File: src/rtl/dly_sched.sv
// Multi-channel delay scheduler: one shared free-running time base, per-channel
// deadline compare, and a priority-encoded event port over the per-channel pulses.

module dly_chan #(
  parameter int W = 16
) (
  input  logic         clk,
  input  logic         reset,
  input  logic [W-1:0] now,
  input  logic [W-1:0] dly,
  input  logic         trig,
  input  logic         cancel,
  input  logic         hold,
  output logic         p,
  output logic         l
);
  logic         active;
  logic [W-1:0] deadline;
  logic         fire;

  assign fire = active & (now == deadline) & ~hold & ~cancel;
  assign p    = fire;
  assign l    = active;

  // Re-arm beats both cancel and completion; a zero-length trigger is a no-op.
  always_ff @(posedge clk) begin
    if (!reset) begin
      active   <= 1'b0;
      deadline <= '0;
    end else if (trig && (dly != '0)) begin
      active   <= 1'b1;
      deadline <= now + dly;
    end else if (cancel || fire) begin
      active   <= 1'b0;
    end
  end
endmodule

module dly_sched #(
  parameter int N = 4,
  parameter int W = 16
) (
  input  logic           clk,
  input  logic           reset,
  input  logic [N-1:0]   trig,
  input  logic [N-1:0]   cancel,
  input  logic [N*W-1:0] dly,
  input  logic           hold,
  output logic [N-1:0]   p,
  output logic [N-1:0]   l,
  output logic           busy,
  output logic           ev_valid,
  output logic [3:0]     ev_id,
  output logic           ev_multi
);
  logic [W-1:0]        now;
  logic [N-1:0][W-1:0] dly_v;
  logic [4:0]          fire_cnt;

  assign dly_v = dly;

  always_ff @(posedge clk) begin
    if (!reset)     now <= '0;
    else if (!hold) now <= now + 1'b1;
  end

  for (genvar i = 0; i < N; i++) begin : g_chan
    dly_chan #(.W(W)) u_chan (
      .clk    (clk),
      .reset  (reset),
      .now    (now),
      .dly    (dly_v[i]),
      .trig   (trig[i]),
      .cancel (cancel[i]),
      .hold   (hold),
      .p      (p[i]),
      .l      (l[i])
    );
  end

  assign busy     = |l;
  assign ev_valid = |p;
  assign ev_multi = (fire_cnt >= 5'd2);

  // Scan high to low so the lowest firing index is the one left in ev_id.
  always_comb begin
    ev_id    = '0;
    fire_cnt = '0;
    for (int i = N - 1; i >= 0; i--)
      if (p[i]) ev_id = 4'(i);
    for (int i = 0; i < N; i++)
      fire_cnt = fire_cnt + 5'(p[i]);
  end
endmodule
File: config.mk
export PLATFORM = sky130hd
export DESIGN_NAME = dly_sched
export DESIGN_NICKNAME = d
export VERILOG_FILES = /design/src/rtl/dly_sched.sv
export SDC_FILE = /design/constraint.sdc
export NUM_CORES = 1
export LEC_CHECK = 0
export CORE_UTILIZATION = 35
export CTS_CLUSTER_DIAMETER = 30
export CTS_CLUSTER_SIZE = 40
export DETAILED_ROUTE_END_ITERATION = 16
export SETUP_SLACK_MARGIN = 0.3
export SLEW_MARGIN = 20
export SYNTH_ARGS = -nofsm -noshare
export SYNTH_HDL_FRONTEND = slang
export SYNTH_HIERARCHICAL = 1
export SYNTH_SLANG_ARGS = --single-unit
export TNS_END_PERCENT = 20
File: constraint.sdc
create_clock -name clk -period 3.3 [get_ports clk]
set_clock_uncertainty 0.05 [all_clocks]
set_input_delay 0.66 -clock clk [delete_from_list [all_inputs] [get_ports clk]]
set_output_delay 0.66 -clock clk [all_outputs]
set_load 0.05 [all_outputs]
Yosys cells after proc, flatten, opt, wreduce, memory -nomap -nowiden
Cells that the tools add are included.
{ "word_totals": {"ff_bits": 84, "inputBits": 75, "out_inout_bits": 15, "wordCells": 69} }
{ "classes": {"mux": 12, "bitwise": 17, "eq_ne": 4, "magnitude_cmp": 1, "add_sub_neg": 8, "reduce_logical": 18} }
{ "op_table": {"columns": ["operator", "n"], "rows": [
  ["$add 16x16->16", 4],
  ["$eq 16x16->1", 4],
  ["$reduce_bool 16->1", 4],
  ["$add 16x1->16 const B", 1],
  ["$and 1x1->1", 12],
  ["$mux 4", 3],
  ["$mux 1", 8],
  ["$reduce_bool 2->1", 4],
  ["$reduce_or 4->1", 2],
  ["$ge 5x2->1 const B", 1],
  ["$not 1->1", 5],
  ["$add 3x1->4", 1],
  ["$logic_and 1x1->1", 4],
  ["$logic_or 1x1->1", 4],
  ["$add 2x1->3", 1],
  ["$add 1x1->2", 1],
  ["$mux 2", 1]
]} }

Longest topological paths before layout
Gate-level depths: netlist of the first run.
{ "depth": {"ltp_word": 8, "mapped_depth": 8, "depth_no_buf": 8} }

Cells and area by module
The synthesis of the first run kept the hierarchy.
{ "modules_own_cells": {"columns": ["module", "cells_per_inst", "area_per_inst_um2", "seq_area_each_um2", "instances"], "rows": [
  ["dly_chan (g_chan[1].u_chan ...)", 187, 1537.7, 340.3, 2],
  ["dly_chan (g_chan[0].u_chan)", 188, 1517.7, 340.3, 1],
  ["dly_chan (g_chan[3].u_chan)", 186, 1510.2, 340.3, 1],
  ["dly_sched", 101, 868.3, 320.3, 1]
]} }

Worst setup path before layout of the first run
No wires, ideal clock.
{ "synth_timing": {"path_type": "flip-flop to output port", "from": "register now[2]", "to": "output port ev_multi", "path_buffers": 0, "t_arrival_ps": 3838, "path_slack_ps": -1248, "stages_incl_launch_ff": 9, "required_time_ps": 2590, "path_cell_list": "dfxtp_1 > xnor2_1 > nand4_1 > nor4_1 > nand4_1 > nor2_1 > inv_1 > fa_1 > o21ai_0"} }
{ "synth_between": {"elab_chain_cells": 8, "elab_cells_between_ends": 20, "cone_classes": "add/sub: 3; order compare: 1; eq/ne: 4; bitwise: 12"} }
{ "synth_lines": {"columns": ["element", "line_no", "rtl"], "rows": [
  ["start, declared", "56", "logic [W-1:0] now;"],
  ["start signal, assigned", "64", "else if (!hold) now <= now + 1'b1;"],
  ["$eq 16x16->1", "21", "assign fire = active & (now == deadline) & ~hold & ~cancel;"],
  ["$and 1x1->1 (3 in a row)", "21", null],
  ["net p[0]", "49", "output logic [N-1:0] p,"],
  ["$add 1x1->2", "92", "fire_cnt = fire_cnt + 5'(p[i]);"],
  ["$add 2x1->3", "92", null],
  ["$add 3x1->4", "92", null],
  ["$ge 5x2->1", "83", "assign ev_multi = (fire_cnt >= 5'd2);"],
  ["end, declared", "54", "output logic ev_multi"]
]} }
The timed path passes the listed nets, and every way through them passes these cells.

Final worst setup path of the first run
{ "layout_timing": {"from": "register now[10]", "to": "output port ev_multi"} }
{ "layout_between": {"elab_chain_cells": 8, "elab_cells_between_ends": 20, "cone_classes": "add/sub: 3; order compare: 1; eq/ne: 4; bitwise: 12"} }
{ "layout_lines": {"columns": ["element", "line_no"], "rows": [
  ["$eq 16x16->1", "21"],
  ["$and 1x1->1 (3 in a row)", "21"],
  ["$add 1x1->2", "92"],
  ["$add 2x1->3", "92"],
  ["$add 3x1->4 *", "92"],
  ["$ge 5x2->1 *", "83"]
]} }
Mark *: on every way between the ends. The rest lies on a longest branch, timed or not.

==> summary.md, run 1 <==
| Metric | Value |
|---|---|
| Status | finished with violations |
| Failing checks | negative setup slack |
| Critical-path top delay cell | fa_1 |
| DR vias/cell | 5.46 |
| Final-report hold violation count | 0 |
| R2r setup slk | 0.17 ns |
| Htree depth | 3 |
| Cells after Synth | 849 |
| Sequential Area | 1730 um2 |
| Post-synthesis cell type count | 59 |
| Drt pass-1 iters | 5 |
| Final Power | 0.00277 W |
| Met2 Use GR | 36.7% |
| Slew @ Worst Pin | 0.546 ns |
| Layout cells sized above 1 | 19.3% |
| CP Launch Type | register |
| Number of global-route vias before repair | 6642 |
| Setup crit end kind | output pin |
| Clk buf depth | 2 |
| Die Wd | 143 um |
| Crit Path Max Fanout | 6 |
| M1 GR Usage | 29.6% |
| Most common cell on crit path | nand4_1 |
| Max VDD drop | 0.000245 V |
| Routed Antenna Nets | 0 |
| Max cap viols | 0 |
| Setup ws final | -0.00577 ns |
| N_diodes | 0 |
| Synth area leaders | dfxtp_1 24%, ha_1 11%, xnor2_1 11%, a21oi_1 5.9%, nand2_1 5.5% |
| Area growth syn-to-layout | 35.4% |
| Die Height | 143 um |
| DRT iter0 DRCs | 443 |
| Min Tclk post-route | 3.31 ns |
| Number of warnings issued by yosys | 6 |
| Worst Path Arrival | 2.60 ns |
| Clock Sink Count | 84 |
| CP Class | reg2out |
| CTS tree | yes |
| Core area | 19500 um2 |
| Slew headroom | 63.2% |
| Worst min path class | reg2reg |
| Detailed placement HPWL | 16700 um |
| Synth area leader | dfxtp_1 |
| Crit-path max cell delay | 0.50 ns |
| Seq/Total Area, Yosys | 24.1% |
| Hold Path Cell Cnt | 2 |
| Crit-path cells | xnor2_2 -> nand4_1 -> nor4_1 -> nand4_1 -> nor2_4 -> inv_2 -> fa_1 -> o21ai_4 -> buf_12 |
| WL/cell | 17.3 um |
| Worst Hold Path EP | g_chan[2].u_chan/deadline[6] |
| Synth Register Bits | 84 |
| Placed Cells | 1229 |
| Routed vias | 7050 |
| Filler cells | 1875 |
| Cts hold-fix bufs | 0 |
| Sum Neg Setup Slack | -0.00577 ns |
| Met3 usage | 2.92% |
| P_leak | 3.81 nW |
| Finished Layout Cells | 1291 |
| I/O Buffers | 87 |
| Footprint of the multi-input gates | 5280 um2 |
| Largest net degree at the start of global routing | 22 |
| Reg-to-reg startpoint | now[10] |
| Die area | 20500 um2 |
| Endpoints failing setup | 1 |
| Synthesized cell area | 6970 um2 |
| Grt total ovfl | 0 |
| Residual DRC | 0 |
| Asr flop ratio synth | 0% |
| Tcrit/Tclk final | 100% |
| Worst Path Required | 2.59 ns |
| Clk slew on worst S/H paths | 0.07 ns |
| Dpl cell area | 8580 um2 |
| EDFF count, synth | 0 |
| Fmax | 0.303 GHz |
| Busiest layer in global routing | met2 |
| Nets | 1163 |
| Clk Latency, worst-skew pair | 0.34 ns |
| Fin. max-slew vios | 0 |
| Final Cell Area | 9440 um2 |
| Starting Density | 35.8% |
| Hold Path Origin | g_chan[2].u_chan/deadline[6] |
| Initial antenna violation count | 0 |
| RSZ-0062 raised after global routing | true |
| IO Pins | 90 |
| Power Density | 293 nW/um2 |
| Mean Syn Cell Area | 8.21 um2 |
| Final GP Congestion | 0.853 |
| Worst r2r dst | g_chan[1].u_chan/l |
| Post-Route WL | 22300 um |
| Reg2Reg Depth | 21 |
| FP Rows | 51 |
| First-pass GRT wire length | 35000 um |
| CTS buffer count | 9 |
| Synth top area share | 24.1% |
| Synth Flop Type | dfxtp_1 |
| GRT Overall Usage | 22.2% |
| Final design utilization | 48.5% |
| Clock Tree Root | clkbuf_16 |
[critical path, delay by kind of cell (launching register included)]
family	cells	cell delay, ns
xor gates and xnor gates	1	0.14
buffers and inverters	2	0.21
adders and majority gates	1	0.50
AOI/OAI and AO/OA	1	0.21
and+or+nand+nor	4	0.76
DFF	1	0.45
[registers in the layout, summed over array words and instances, names as in the netlist]
name                    flops
g_chan.u_chan/l             4
g_chan.u_chan/deadline     64
now                        16
[cell usage after synthesis, types with 7 or more instances]
cell      instances
nand2b_1          9
o211ai_2         10
and3_1           13
nand3b_1          8
mux2i_1          15
a211oi_1         30
inv_1            26
or3_1            11
a31oi_1           8
ha_1             62
a21oi_1          82
nand3_1           7
nand4_1          27
o211ai_1          7
buf_2            11
clkbuf_1          8
xnor2_1          86
nor2_1           47
dfxtp_1          84
a21o_1           14
nor4_1           29
o21ai_0          46
nand2_1         103
xor2_1           22
[per-stage QoR]
step           hold slack, ns  setup slack [ns]
2_1_floorplan           0.394             0.122
3_3_place_gp            0.403            -0.349
3_5_place_dp            0.406            -0.383
4_1_cts                 0.415            0.0151
5_1_grt                 0.429            -0.113
6_report                0.414          -0.00577
[routing by layer]
layer | up-vias | part of all wire [%]
met5 | - | 0
met1 | 3305 | 46
li1 | 3527 | -
met4 | 0 | 3.1
met3 | 37 | 4.4
met2 | 181 | 46
[cell type report]
class	count	share of cell area [%]
Sequential cell	84	18.3
Multi-Input combinational cell	719	55.9
Clock inverter	5	0.636
Timing Repair Buffer	181	18.0
Tap cell	265	3.51
Clock buffer	11	2.57
Inverter	26	1.03
[what timing repair did]
item / CTS / global route
pin swaps: 11 / 10
resized for setup: 25 / 24
setup buffers: 46 / 0
setup endpoints to repair: 7 / 9
[cell usage in the layout (no fill, tap or decap), types with 22 or more instances in the layout]
| master | n |
|---|---|
| inv_1 | 23 |
| nand2_1 | 103 |
| nor2_1 | 42 |
| a21oi_1 | 82 |
| xor2_1 | 22 |
| a211oi_1 | 29 |
| buf_4 | 82 |
| clkdlybuf4s50_1 | 78 |
| dfxtp_1 | 70 |
| ha_1 | 62 |
| nor4_1 | 27 |
| xnor2_1 | 72 |
| o21ai_0 | 45 |
| nand4_1 | 27 |
[cells by family (layout without fill, tap and decap cells)]
| group | count (synthesis) | after routing | share of synthesized area [%] |
|---|---|---|---|
| AO/OA/AOI/OAI | 246 | 246 | 24.1 |
| XOR/XNOR | 108 | 108 | 13.6 |
| adder cells (fa/ha/maj) | 67 | 67 | 12.6 |
| buffers and inverters | 47 | 223 | 2.84 |
| flip-flops | 84 | 84 | 24.1 |
| multiplexers | 15 | 15 | 2.15 |
| other | 1 | 2 | 0.0538 |
| AND/OR/NAND/NOR | 281 | 281 | 20.6 |
[where the power goes]
| part | internal (W) | switching (W) |
|---|---|---|
| registers | 0.00106 | 0.0000497 |
| clock network | 0.000610 | 0.000416 |
| logic | 0.000304 | 0.000326 |
[worst max path at each step]
stage | slack (ns) | end | start | cells after the start
5_1_grt | -0.11 | ev_multi | now[10] | 9
3_3_place_gp | -0.35 | ev_multi | hold | 9
3_5_place_dp | -0.38 | ev_multi | hold | 9
6_report | -0.006 | ev_multi | now[10] | 9
2_1_floorplan | 0.12 | ev_id[1] | hold | 6
4_1_cts | 0.02 | ev_multi | now[2] | 9
(Power assumes the default switching activity.)
==> run 2: changes to the inputs <==
clock period = 3.5 ns   (was 3.3 ns; I/O delays follow)
==> run 2 against run 1 <==
Non-clock buffer count is 10 lower. Global-route usage hardly changed. Clock power is 4% lower. Clock-buffer cell count is 1 lower. Largest cell class unchanged. The run now ends clean. Design area is 1.6% lower. Combinational power is 7.9% lower. Critical path depth stayed put. Die area stayed put. Critical path type unchanged. Largest power group unchanged.
==> summary.md, run 2 (same netlist as run 1, synthesis figures left out) <==
| Metric | Value |
|---|---|
| Max VDD drop | 0.000189 V (was 0.000245 V) |
| N_diodes | 0 (unchanged) |
| GRT Overall Usage | 22.3% (was 22.2%) |
| First-pass GRT wire length | 35300 um (was 35000 um) |
| Placed Cells | 1222 (was 1229) |
| Number of flip-flops in the largest register | 64 (unchanged) |
| Worst min path class | reg2reg (unchanged) |
| CTS buffer count | 9 (unchanged) |
| Dpl cell area | 8520 um2 (was 8580 um2) |
| Clock Tree Root | clkbuf_16 (unchanged) |
| CTS tree | yes (unchanged) |
| Drt pass-1 iters | 4 (was 5) |
| Die Wd | 143 um (unchanged) |
| Detailed placement HPWL | 16900 um (was 16700 um) |
| Filler cells | 1918 (was 1875) |
| Clock Sink Count | 84 (unchanged) |
| Routed Antenna Nets | 0 (unchanged) |
| WP buf/inv | 2 (unchanged) |
| Critical-path top delay cell | fa_1 (unchanged) |
| Die area | 20500 um2 (unchanged) |
| Slew @ Worst Pin | 0.551 ns (was 0.546 ns) |
| Final Cell Area | 9290 um2 (was 9440 um2) |
| FP Rows | 51 (unchanged) |
| Core area | 19500 um2 (unchanged) |
| DRT iter0 DRCs | 299 (was 443) |
| Clk Latency, worst-skew pair | 0.35 ns (was 0.34 ns) |
| Fin. max-slew vios | 0 (unchanged) |
| Htree depth | 3 (unchanged) |
| Layout cells sized above 1 | 17.8% (was 19.3%) |
| IO Pins | 90 (unchanged) |
| Status | complete, no violations (was finished with violations) |
| Setup ws final | 0.0680 ns (was -0.00577 ns) |
| WHS | 0.417 ns (was 0.414 ns) |
| Power Density | 282 nW/um2 (was 293 nW/um2) |
| Most common cell on crit path | nand4_1 (unchanged) |
| Worst Path Required | 2.75 ns (was 2.59 ns) |
| Die Height | 143 um (unchanged) |
| Max cap viols | 0 (unchanged) |
| Setup crit end kind | output pin (unchanged) |
| Sum Neg Setup Slack | 0 ns (was -0.00577 ns) |
| Crit-path cells | xnor2_2 -> nand4_1 -> nor4_2 -> nand4_1 -> nor2_4 -> inv_2 -> fa_1 -> o21ai_4 -> buf_12 (was xnor2_2 -> nand4_1 -> nor4_1 -> nand4_1 -> nor2_4 -> inv_2 -> fa_1 -> o21ai_4 -> buf_12) |
| Crit Path Max Fanout | 5 (was 6) |
| Grt total ovfl | 0 (unchanged) |
| Min Tclk post-route | 3.43 ns |
| P_leak | 3.74 nW (was 3.81 nW) |
| Nets | 1153 (was 1163) |
| CP Launch Type | register (unchanged) |
| Largest net degree at the start of global routing | 23 (was 22) |
| CP Class | reg2out (unchanged) |
| Post-Route WL | 22200 um (was 22300 um) |
| Largest Register | g_chan.u_chan/deadline (unchanged) |
| Crit-path max cell delay | 0.48 ns (was 0.50 ns) |
| Fmax | 0.291 GHz |
| CP top delay family | simple AND/OR/NAND/NOR gates (unchanged) |
| Starting Density | 35.8% (unchanged) |
| Cts hold-fix bufs | 0 (unchanged) |
| Final-report hold violation count | 0 (unchanged) |
| DR vias/cell | 5.40 (was 5.46) |
| Endpoints failing setup | 0 (was 1) |
| Clk buf depth | 2 (unchanged) |
| I/O Buffers | 87 (unchanged) |
| Commonest non-fill, non-tap cells in the layout | 103 x nand2_1, 81 x a21oi_1, 80 x xnor2_1, 78 x clkdlybuf4s50_1, 74 x buf_4 (was 103 x nand2_1, 82 x a21oi_1, 82 x buf_4, 78 x clkdlybuf4s50_1, 72 x xnor2_1) |
| Finished Layout Cells | 1281 (was 1291) |
| Residual DRC | 0 (unchanged) |
| Routed vias | 6922 (was 7050) |
| Placement Setup Slack | -0.311 ns (was -0.383 ns) |
| RSZ-0062 raised after global routing | true (unchanged) |
| Clk slew on worst S/H paths | 0.06 ns (was 0.07 ns) |
| Worst Path Arrival | 2.68 ns (was 2.60 ns) |
| Tcrit/Tclk final | 98.1% |
| Slew headroom | 62.9% (was 63.2%) |
| Final GP Congestion | 0.866 (was 0.853) |
| Initial antenna violation count | 0 (unchanged) |
| Area growth syn-to-layout | 33.2% (was 35.4%) |
| Number of global-route vias before repair | 6614 (was 6642) |
| WL/cell | 17.4 um (was 17.3 um) |
| Most common cell after layout, fill and taps aside | nand2_1 (unchanged) |
## run 2: changes by cell type in the layout (fill, tap and decap cells not counted), sizes merged
cell	change
inv	+2
clkinv	-2
clkinvlp	+1
buf	-10
clkbuf	-1
## run 2: path summary, 6_finish.rpt
| check | start | end | slack [ns] | depth (start not counted) |
|---|---|---|---|---|
| hold / removal | g_chan[1].u_chan/deadline[3] | g_chan[1].u_chan/deadline[3] | 0.42 | 2 |
| setup reg to reg | now[15] | g_chan[1].u_chan/l | 0.24 | 21 |
| hold reg to reg | g_chan[1].u_chan/deadline[3] | g_chan[1].u_chan/deadline[3] | 0.42 | 2 |
| setup / recovery | now[15] | ev_multi | 0.07 | 9 |
## run 2: area by class of cell
type	count	area, um2	share of cell area, %
Timing Repair Buffer	171	1610	17.3
Multi-Input combinational cell	719	5220	56.1
Clock inverter	6	71.3	0.768
Clock buffer	10	229	2.46
Sequential cell	84	1730	18.7
Tap cell	265	332	3.57
Inverter	26	97.6	1.05
## run 2: tightest hold or removal path, delay by kind of cell, from the launching register on
kind            cells  cell delay [ns]
compound gates      1             0.05
flops               1             0.32
simple gates        1             0.05
## run 2: where the power goes
group	internal [W]	leakage (nW)	total [W]	switching, W
clock	0.000561	0.140	0.000984	0.000423
sequential	0.00100	0.703	0.00106	0.0000516
combinational	0.000280	2.90	0.000580	0.000301
## run 2: what timing repair did
item	4_1_cts	5_1_grt
pin swaps	8	10
gates resized for setup	24	22
setup buffers	38	5
setup endpoints to repair	5	6
gates cloned	0	0
## run 2: through the flow
| stage | utilization (%) | power, W |
|---|---|---|
| final | 47.7 | 0.00262 |
| after global placement | 43.8 | 0.00164 |
| after floorplan | - | 0.00142 |
| after detailed placement | 43.8 | 0.00164 |
| after global routing | 47.7 | 0.00273 |
| after CTS | 47.0 | 0.00262 |
## run 2: metal layers
layer  vias to the layer above  GRT usage, %  wire [um]
li1                       3497             -          -
met1                      3260          29.5      10500
met2                       147          38.5      10700
met3                        18          2.68        833
met4                         0          4.47        217
met5                         -             0          0
==> run 3: changes to the inputs <==
--- a/constraint.sdc
+++ b/constraint.sdc
@@ -3,3 +3,3 @@
 set_input_delay 0.7 -clock clk [delete_from_list [all_inputs] [get_ports clk]]
 set_output_delay 0.7 -clock clk [all_outputs]
-set_load 0.05 [all_outputs]
+set_load 0.1 [all_outputs]
==> run 3 against run 2 <==
Power down 0.35%. Critical path type is now in2out. Register-to-register slack worse by 0.08 ns. Die area unchanged. Worst setup slack improved by 0.017 ns. Via count grew 1.4%. Routed wire length rose by 0.44%. Non-clock buffer count is 13 higher. Critical path depth is 1 higher. Largest power group unchanged. Sequential power hardly changed.
==> summary.md, run 3 (same netlist as run 1, synthesis figures left out) <==
| Metric | Value |
|---|---|
| Dpl cell area | 8540 um2 (was 8520 um2) |
| Sum Neg Setup Slack | 0 ns (unchanged) |
| Worst Path Arrival | 2.66 ns (was 2.68 ns) |
| Routed vias | 7022 (was 6922) |
| Commonest non-fill, non-tap cells in the layout | 103 x nand2_1, 95 x buf_4, 80 x a21oi_1, 79 x xnor2_1, 73 x clkdlybuf4s50_1 (was 103 x nand2_1, 81 x a21oi_1, 80 x xnor2_1, 78 x clkdlybuf4s50_1, 74 x buf_4) |
| Clock Sink Count | 84 (unchanged) |
| Clk buf depth | 2 (unchanged) |
| Crit-path cells | buf_2 -> buf_6 -> nand3b_1 -> nor4_2 -> nand4_1 -> nor2_4 -> inv_2 -> fa_1 -> o21ai_4 -> buf_12 (was xnor2_2 -> nand4_1 -> nor4_2 -> nand4_1 -> nor2_4 -> inv_2 -> fa_1 -> o21ai_4 -> buf_12) |
| Final design utilization | 48.2% (was 47.7%) |
| Finished Layout Cells | 1294 (was 1281) |
| Crit-path max cell delay | 0.49 ns (was 0.48 ns) |
| R2r setup slk | 0.16 ns (was 0.24 ns) |
| Worst r2r dst | g_chan[0].u_chan/l (was g_chan[1].u_chan/l) |
| Met3 usage | 3.02% (was 2.68%) |
| RSZ-0062 raised after global routing | true (unchanged) |
| Filler cells | 1887 (was 1918) |
| FP Rows | 51 (unchanged) |
| M1 GR Usage | 28.5% (was 29.5%) |
| Max VDD drop | 0.000219 V (was 0.000189 V) |
| Power Density | 278 nW/um2 (was 282 nW/um2) |
| Largest net degree at the start of global routing | 21 (was 23) |
| Endpoints failing setup | 0 (unchanged) |
| DR vias/cell | 5.43 (was 5.40) |
| WL/cell | 17.3 um (was 17.4 um) |
| Worst Path Required | 2.75 ns (about the same) |
| Tcrit/Tclk final | 97.6% (was 98.1%) |
| CP Class | in2out (was reg2out) |
| Layout cells sized above 1 | 19.8% (was 17.8%) |
| Number of flip-flops in the largest register | 64 (unchanged) |
| Sw Ratio | 29.4% (was 29.6%) |
| Die area | 20500 um2 (unchanged) |
| CTS tree | yes (unchanged) |
| Core area | 19500 um2 (unchanged) |
| CTS buffer count | 9 (unchanged) |
| Met2 Use GR | 38.3% (was 38.5%) |
| Busiest layer in global routing | met2 (unchanged) |
| Final-report hold violation count | 0 (unchanged) |
| Initial antenna violation count | 0 (unchanged) |
| Status | complete, no violations (unchanged) |
| First-pass GRT wire length | 35300 um (about the same) |
| Int Power | 0.00184 W (about the same) |
| Most common cell after layout, fill and taps aside | nand2_1 (unchanged) |
| GRT Overall Usage | 22.5% (was 22.3%) |
| Sequential share of power | 40.2% (was 40.3%) |
| Net switching power | 0.000769 W (was 0.000776 W) |
| Max cap viols | 0 (unchanged) |
| Reg2Reg Depth | 22 (was 21) |
| Placed Cells | 1222 (unchanged) |
| Clock power share | 36.0% (was 37.6%) |
| Fmax | 0.293 GHz (was 0.291 GHz) |
| CP top delay family | simple AND/OR/NAND/NOR gates (unchanged) |
| Final Cell Area | 9390 um2 (was 9290 um2) |
| Drt pass-1 iters | 5 (was 4) |
| CP Launch Type | input pin (was register) |
| Clk slew on worst S/H paths | 0.06 ns (about the same) |
| N_diodes | 0 (unchanged) |
| Worst min path class | reg2reg (unchanged) |
| Cts hold-fix bufs | 0 (unchanged) |
| WP buf/inv | 4 (was 2) |
| Routed Antenna Nets | 0 (unchanged) |
| Clock Tree Root | clkbuf_16 (unchanged) |
| Nets | 1166 (was 1153) |
| Area growth syn-to-layout | 34.7% (was 33.2%) |
| Largest Register | g_chan.u_chan/deadline (unchanged) |
| Logic pwr share | 23.8% (was 22.2%) |
| Setup crit end | ev_multi (unchanged) |
| Crit Path Max Fanout | 4 (was 5) |
| Instance count on the critical path | 10 (was 9) |
| Critical-path top delay cell | fa_1 (unchanged) |
| P_leak | 3.79 nW (was 3.74 nW) |
| Final GP Congestion | 0.878 (was 0.866) |
| Htree depth | 3 (unchanged) |
| Starting Density | 35.8% (unchanged) |
| Die Height | 143 um (unchanged) |
| DRT iter0 DRCs | 434 (was 299) |
| Die Wd | 143 um (unchanged) |
| Clk Latency, worst-skew pair | 0.34 ns (was 0.35 ns) |
| Min Tclk post-route | 3.41 ns (was 3.43 ns) |
| Residual DRC | 0 (unchanged) |
| Worst Setup SP | hold (was now[15]) |
| I/O Buffers | 87 (unchanged) |
| Number of global-route vias before repair | 6800 (was 6614) |
| Reg-to-reg startpoint | now[2] (was now[15]) |
| Grt total ovfl | 0 (unchanged) |
| Setup crit end kind | output pin (unchanged) |
| Fin. max-slew vios | 0 (unchanged) |
| IO Pins | 90 (unchanged) |
| WHS | 0.414 ns (was 0.417 ns) |
| Detailed placement HPWL | 16800 um (was 16900 um) |
| Post-Route WL | 22300 um (was 22200 um) |
| Slew headroom | 59.3% (was 62.9%) |
| Slew @ Worst Pin | 0.605 ns (was 0.551 ns) |
==> run 3: changes by cell type in the layout (fill, tap and decap cells not counted), moves of 2 or more <==
cell             before  now
clkinvlp_4            2    0
inv_6                 3    0
clkdlybuf4s50_1      78   73
buf_4                74   95
buf_6                12    7
dfxtp_1              69   67
clkinv_2              0    3
==> run 3: tightest hold or removal path, cell delays in order (launching register included) <==
cell,delay [ns]
dfxtp_1,0.32
nand2_1,0.05
a21oi_1,0.05
==> run 3: final cells by class <==
cell class,instances,area [um2],area share [%]
Clock buffer,11,233,2.48
Clock inverter,5,53.8,0.573
Inverter,26,97.6,1.04
Multi-Input combinational cell,719,5250,55.9
Sequential cell,84,1740,18.5
Tap cell,265,332,3.53
Timing Repair Buffer,184,1690,18.0
==> run 3: power groups by stage <==
| stage | sequential, W | combinational, W | clock, W |
|---|---|---|---|
| 6_report | 0.00105 | 0.000620 | 0.000940 |
| 5_1_grt | 0.00106 | 0.000679 | 0.00100 |
| 4_1_cts | 0.00105 | 0.000610 | 0.000954 |
| 3_5_place_dp | 0.00108 | 0.000588 | 0 |
| 3_3_place_gp | 0.00108 | 0.000586 | 0 |
| 2_1_floorplan | 0.00109 | 0.000350 | 0 |
==> run 3: per-layer routing <==
metal | up-vias | share of wire [%]
met5 | - | 0.21
met4 | 2 | 2.7
met3 | 35 | 3.4
met2 | 182 | 48
met1 | 3296 | 45
li1 | 3507 | -
==> run 3: metrics by stage <==
stage / setup slack, ns / power [W]
after floorplan: -0.234 / 0.00144
after CTS: 0.156 / 0.00262
after global placement: -0.119 / 0.00167
final: 0.0852 / 0.00261
after global routing: 0.0147 / 0.00274
after detailed placement: -0.161 / 0.00167
==> run 3: how the worst min path moves through the flow <==
| stage | depth (start not counted) | from | end | slack [ns] |
|---|---|---|---|---|
| finish | 2 | g_chan[2].u_chan/deadline[5] | g_chan[2].u_chan/deadline[5] | 0.41 |
| global route | 2 | g_chan[2].u_chan/deadline[0] | g_chan[2].u_chan/deadline[0] | 0.44 |
| CTS | 2 | g_chan[2].u_chan/deadline[5] | g_chan[2].u_chan/deadline[5] | 0.41 |
| detailed placement | 2 | g_chan[2].u_chan/deadline[5] | g_chan[2].u_chan/deadline[5] | 0.41 |
| global placement | 2 | g_chan[0].u_chan/deadline[12] | g_chan[0].u_chan/deadline[12] | 0.40 |
| floorplan | 2 | g_chan[0].u_chan/deadline[3] | g_chan[0].u_chan/deadline[3] | 0.39 |
==> run 3: repair_timing <==
action,in CTS,in global routing
endpoints found under the hold margin,0,0
pin swaps,15,11
setup buffers,44,12
gates resized for setup,27,14
setup endpoints to repair,5,7
cloned,0,0
